--- config.mk ---
export PLATFORM = sky130hd
export DESIGN_NAME = vga_scanout
export DESIGN_NICKNAME = d
export VERILOG_FILES = /design/src/rtl/vga_scanout.sv
export SDC_FILE = /design/constraint.sdc
export NUM_CORES = 1
export LEC_CHECK = 0
export ABC_CLOCK_PERIOD_IN_PS = 3200
export BUFFER_PORTS_ARGS = -buffer_cell sky130_fd_sc_hd__buf_2
export CORE_MARGIN = 3
export CORE_UTILIZATION = 55
export CTS_CLUSTER_SIZE = 40
export DETAILED_ROUTE_END_ITERATION = 8
export PLACE_DENSITY = 0.8
export SYNTH_ARGS = -nofsm -noshare
export SYNTH_HDL_FRONTEND = slang
export SYNTH_SLANG_ARGS = --single-unit
--- constraint.sdc ---
create_clock -name clk -period 3.2 [get_ports clk]
set_input_delay 0 -clock clk [delete_from_list [all_inputs] [get_ports clk]]
set_output_delay 0 -clock clk [all_outputs]
set_load 0.005 [all_outputs]
--- src/rtl/vga_scanout.sv ---
// 640x480@60 scanout of a 160x120x3 framebuffer, 4x4 replication, 2 pixel ticks counter-to-pin.
// Define SCANOUT_BORDER_EN to force a white one-pixel framebuffer border for screen alignment.
module vga_scanout #(
  parameter int H_ACTIVE    = 640,
  parameter int H_FP        = 16,
  parameter int H_SYNC      = 96,
  parameter int H_BP        = 48,
  parameter int V_ACTIVE    = 480,
  parameter int V_FP        = 10,
  parameter int V_SYNC      = 2,
  parameter int V_BP        = 33,
  parameter int SCALE_SHIFT = 2,
  parameter int FB_WIDTH    = 160
) (
  input  logic        clk,
  input  logic        resetn,
  output logic [14:0] rd_addr,
  output logic        rd_en,
  input  logic [2:0]  rd_data,
  output logic        VGA_CLK,
  output logic        VGA_HS,
  output logic        VGA_VS,
  output logic        VGA_BLANK_N,
  output logic        VGA_SYNC_N,
  output logic [9:0]  VGA_R,
  output logic [9:0]  VGA_G,
  output logic [9:0]  VGA_B,
  output logic        vblank_start
);
  localparam logic [9:0] H_ACT  = 10'(H_ACTIVE);
  localparam logic [9:0] H_LAST = 10'(H_ACTIVE + H_FP + H_SYNC + H_BP - 1);
  localparam logic [9:0] HS_BEG = 10'(H_ACTIVE + H_FP);
  localparam logic [9:0] HS_END = 10'(H_ACTIVE + H_FP + H_SYNC - 1);
  localparam logic [9:0] V_ACT  = 10'(V_ACTIVE);
  localparam logic [9:0] V_LAST = 10'(V_ACTIVE + V_FP + V_SYNC + V_BP - 1);
  localparam logic [9:0] VS_BEG = 10'(V_ACTIVE + V_FP);
  localparam logic [9:0] VS_END = 10'(V_ACTIVE + V_FP + V_SYNC - 1);

  logic        r_pix_en, r_vga_clk, r_vblank;
  logic [9:0]  r_h_cnt, r_v_cnt;
  logic        w_h_last, w_v_last, w_active, w_hs, w_vs;
  logic [14:0] w_fx, w_fy, w_row, w_addr;
  logic        r_rd_en, r_hs1, r_vs1;
  logic [14:0] r_rd_addr;
  logic        r_hs, r_vs, r_blank_n;
  logic [9:0]  r_r, r_g, r_b;
  logic [2:0]  w_colour;

  assign w_h_last = (r_h_cnt == H_LAST);
  assign w_v_last = (r_v_cnt == V_LAST);
  assign w_active = (r_h_cnt < H_ACT) && (r_v_cnt < V_ACT);
  assign w_hs     = !((r_h_cnt >= HS_BEG) && (r_h_cnt <= HS_END));
  assign w_vs     = !((r_v_cnt >= VS_BEG) && (r_v_cnt <= VS_END));

  assign w_fx = 15'(r_h_cnt >> SCALE_SHIFT);
  assign w_fy = 15'(r_v_cnt >> SCALE_SHIFT);

  // y*160 as shift-add; other widths fall back to a constant multiply
  if (FB_WIDTH == 160) begin : g_row_shift
    assign w_row = (w_fy << 7) + (w_fy << 5);
  end else begin : g_row_mul
    assign w_row = 15'(w_fy * FB_WIDTH);
  end
  assign w_addr = w_row + w_fx;

  always_ff @(posedge clk or negedge resetn) begin
    if (!resetn) begin
      r_pix_en  <= 1'b0;
      r_vga_clk <= 1'b0;
      r_vblank  <= 1'b0;
      r_h_cnt   <= '0;
      r_v_cnt   <= '0;
    end else begin
      r_pix_en  <= ~r_pix_en;
      r_vga_clk <= ~r_pix_en;
      r_vblank  <= 1'b0;
      if (r_pix_en) begin
        if (w_h_last) begin
          r_h_cnt <= '0;
          r_v_cnt <= w_v_last ? 10'd0 : r_v_cnt + 10'd1;
          if (r_v_cnt == V_ACT - 10'd1) r_vblank <= 1'b1;
        end else begin
          r_h_cnt <= r_h_cnt + 10'd1;
        end
      end
    end
  end

`ifdef SCANOUT_BORDER_EN
  localparam logic [14:0] FX_LAST = 15'(FB_WIDTH - 1);
  localparam logic [14:0] FY_LAST = 15'((V_ACTIVE >> SCALE_SHIFT) - 1);
  logic r_border1;
  always_ff @(posedge clk or negedge resetn) begin
    if (!resetn) begin
      r_border1 <= 1'b0;
    end else if (r_pix_en) begin
      r_border1 <= (w_fx == '0) || (w_fx == FX_LAST) || (w_fy == '0) || (w_fy == FY_LAST);
    end
  end
  assign w_colour = r_border1 ? 3'b111 : rd_data;
`else
  assign w_colour = rd_data;
`endif

  // Stage 1 issues the read; the output stage catches rd_data one tick later
  always_ff @(posedge clk or negedge resetn) begin
    if (!resetn) begin
      r_rd_en   <= 1'b0;
      r_rd_addr <= '0;
      r_hs1     <= 1'b1;
      r_vs1     <= 1'b1;
      r_hs      <= 1'b1;
      r_vs      <= 1'b1;
      r_blank_n <= 1'b0;
      r_r       <= '0;
      r_g       <= '0;
      r_b       <= '0;
    end else if (r_pix_en) begin
      r_rd_en   <= w_active;
      if (w_active) r_rd_addr <= w_addr;
      r_hs1     <= w_hs;
      r_vs1     <= w_vs;
      r_hs      <= r_hs1;
      r_vs      <= r_vs1;
      r_blank_n <= r_rd_en;
      r_r       <= r_rd_en ? {10{w_colour[2]}} : 10'd0;
      r_g       <= r_rd_en ? {10{w_colour[1]}} : 10'd0;
      r_b       <= r_rd_en ? {10{w_colour[0]}} : 10'd0;
    end
  end

  assign rd_addr      = r_rd_addr;
  assign rd_en        = r_rd_en;
  assign VGA_CLK      = r_vga_clk;
  assign VGA_HS       = r_hs;
  assign VGA_VS       = r_vs;
  assign VGA_BLANK_N  = r_blank_n;
  assign VGA_SYNC_N   = 1'b0;
  assign VGA_R        = r_r;
  assign VGA_G        = r_g;
  assign VGA_B        = r_b;
  assign vblank_start = r_vblank;
endmodule

==> results.toml <==
[route]
wl_per_cell_um = 13.8
drt_iter0_markers = 168
vias_per_cell = 5.34
drc = 0
num_vias = 2031
drt_wl_total_um = 5230
detail-route-antenna-nets = 0
drt_first_pass_iters = 4

[clock_tree]
post_cts_resized = 0
cts_setup_buffers = 0
clock_sinks = 46
htreeDepth = 2
ctsLongestPathBuffers = 2
cts_buffers = 5
cts-root-buf = "clkbuf_8"
clk_pin_slew_ns = 0.09
cts_tree = "done"
postCtsHoldBufs = 4
clock_latency_ns = 0.30

[pwr]
irDropWorstVdd_uv = 186
leakage_nw = 1.53
p_per_area_nw_per_um2 = 349

[setup_path]
cpPeakStageDelay_ns = 0.62
cp.arrival_ns = 2.85
crit_path_max_fanout = 9
crit_required_ns = 3.40
crit_path_end_kind = "register"
crit_path_top_delay_cell = "fa_1"
crit_family = "adder cells"
critPathKind = "reg2reg"
path_buf_inv = 2
cp_cell_sequence = "clkinv_1, fa_1, inv_1, ha_1, a211oi_1, o21ai_0, xor2_1, mux2_2"
start_kind = "register"

[synth]
synth-edff-count = 0
netlist.area_leader.share = 0.382
yosysMostFrequentCell = "dfrtp_1"
synthAdderAreaFrac = 0.101
syn_area_per_cell_um2 = 9.86
synth-xor-area-share = 0.0541
yosysWarnings = 0
async_flop_share = 1.00
synth_nets = 305
synth_mux_area_frac = 0.0241
seq_area_frac_synth = 0.420
synth_compound_gate_area_share = 0.101
synth.area.top_cells = "dfrtp_1, ha_1, buf_4"
yosys.area_share.simple = 0.186
synthFlopType = "dfrtp_1"
synth.ff_latch_count = 46
synth_cell_types = 53
syn_area_um2 = 2750
synth_top_cell_by_area = "dfrtp_1"
synthTopCellsByCount = "dfrtp_1, nand2_1, buf_4"
synth_top_family_by_area = "simple AND/OR/NAND/NOR gates"
syn_inst = 279

[timing]
max_slew_margin = 0.342
setup_viol_count_final = 0
worst_hold_slack_ns = 0.421
grt_setup_unrepaired = "false"
max_freq_ghz = 0.376
final_hold_viol_count = 0
period_needed_ns = 2.66
maxSlewViolCount = 0
tns_ns = 0
fin_worst_skew_ns = 0.00749
finalCritPeriodShare = 0.830
worst_slew_pin_slew_ns = 0.987

[placement]
finalWeightedCongestion = 0.808
port_buffers = 55
dp_hpwl_um = 3680

[floorplan]
ios = 57
dieArea_um2 = 5890
die_w_um = 76.7
start_util = 0.575
die_y_um = 76.7
fp.coreArea_um2 = 4790
num_rows = 25

[min_path]
hp-class = "in2async"

[global_route]
grt_first_pass_wirelength_um = 8860
grt_max_degree = 47
grtUsageTotal = 0.183
grt_pass1_vias = 1839
grt_overflow = 0
grt_antenna_before_repair = 0

[finish]
n_antenna_cell = 0
drive_gt1_frac = 0.252
areaGrowthSynthToFinish_pct = 10.0
final_nets = 338

[outcome]
status = "finished clean"

[job]
cap_violations = 0
[logic make-up (layout without fill, tap and decap cells)]
logic type | count (synthesis) | after routing
AO/OA/AOI/OAI | 41 | 41
XOR/XNOR | 17 | 17
adder cells (fa/ha/maj) | 21 | 21
buffers and inverters | 51 | 85
flip-flops | 46 | 46
multiplexers | 6 | 6
other | 1 | 1
AND/OR/NAND/NOR | 96 | 96
[layout by cell type, fill, tap and decap left out, types with 5 or more instances in the layout]
| cell type | synthesis | layout |
|---|---|---|
| nand3_1 | 11 | 11 |
| xnor2_1 | 10 | 10 |
| buf_2 | 4 | 55 |
| nor2_1 | 15 | 15 |
| a21oi_1 | 6 | 6 |
| mux2_2 | 5 | 5 |
| clkbuf_8 | 0 | 5 |
| o21ai_0 | 12 | 12 |
| nand2_1 | 33 | 33 |
| ha_1 | 19 | 19 |
| xor2_1 | 7 | 7 |
| dfrtp_1 | 42 | 42 |
| inv_1 | 15 | 15 |
| nand4_1 | 6 | 6 |
[report_power, final]
part           switching [mW]  total [mW]  internal (mW)
clock network           0.196       0.429          0.233
logic                  0.0225      0.0408         0.0183
registers             0.00386       0.587          0.583
[final timing paths]
check / from / endpoint / slack, ns / cells after the start
max: r_v_cnt[4]$_DFFE_PN0P_ / rd_addr[11]$_DFFE_PN0P_ / 0.54 / 8
min: resetn / r_h_cnt[6]$_DFFE_PN0P_ / 0.42 / 2
max reg2reg: r_v_cnt[4]$_DFFE_PN0P_ / rd_addr[11]$_DFFE_PN0P_ / 0.54 / 8
min reg2reg: rd_addr[3]$_DFFE_PN0P_ / rd_addr[3]$_DFFE_PN0P_ / 0.47 / 2
max in group asynchronous: resetn / r_h_cnt[0]$_DFFE_PN0P_ / 2.18 / 2
min in group clk: rd_addr[3]$_DFFE_PN0P_ / rd_addr[3]$_DFFE_PN0P_ / 0.47 / 2
[layout make-up]
class | instances | area [µm²]
clock buffers | 6 | 72.6
clock inverters | 2 | 37.5
fillers | 428 | 1760
inverters | 16 | 60.1
multi-input cells | 182 | 1290
flip-flops and latches | 46 | 1160
well taps | 67 | 83.8
repair buffers | 61 | 330
[flip-flops by register name (all words and copies together), names as in the netlist]
| signal | cells |
|---|---|
| VGA_BLANK_N | 1 |
| VGA_R | 1 |
| r_vs1 | 1 |
| vblank_start | 1 |
| VGA_CLK | 1 |
| VGA_G | 1 |
| r_hs1 | 1 |
| VGA_VS | 1 |
| VGA_HS | 1 |
| VGA_B | 1 |
| r_v_cnt | 10 |
| r_h_cnt | 10 |
| rd_en | 1 |
| rd_addr | 15 |
[routing by layer]
| layer | track usage | share of wire | routed length [µm] | vias to the layer above |
|---|---|---|---|---|
| met5 | 0 | 0 | 0 | - |
| met4 | 0.0562 | 0.014 | 71 | 0 |
| met3 | 0.0364 | 0.057 | 296 | 10 |
| met2 | 0.294 | 0.47 | 2450 | 61 |
| met1 | 0.251 | 0.46 | 2410 | 954 |
| li1 | - | - | - | 1006 |
[through the flow]
stage	total power [mW]	cells	util	instance area, µm²	setup WS, ns
global route	1.10	380	0.632	3030	0.372
CTS	1.06	380	0.632	3030	0.562
detailed placement	0.637	368	0.601	2880	0.585
finish	1.06	380	0.632	3030	0.544
global placement	0.635	368	0.601	2880	0.743
floorplan	0.629	279	-	2750	0.879
Power figures use the tool's default switching activity.
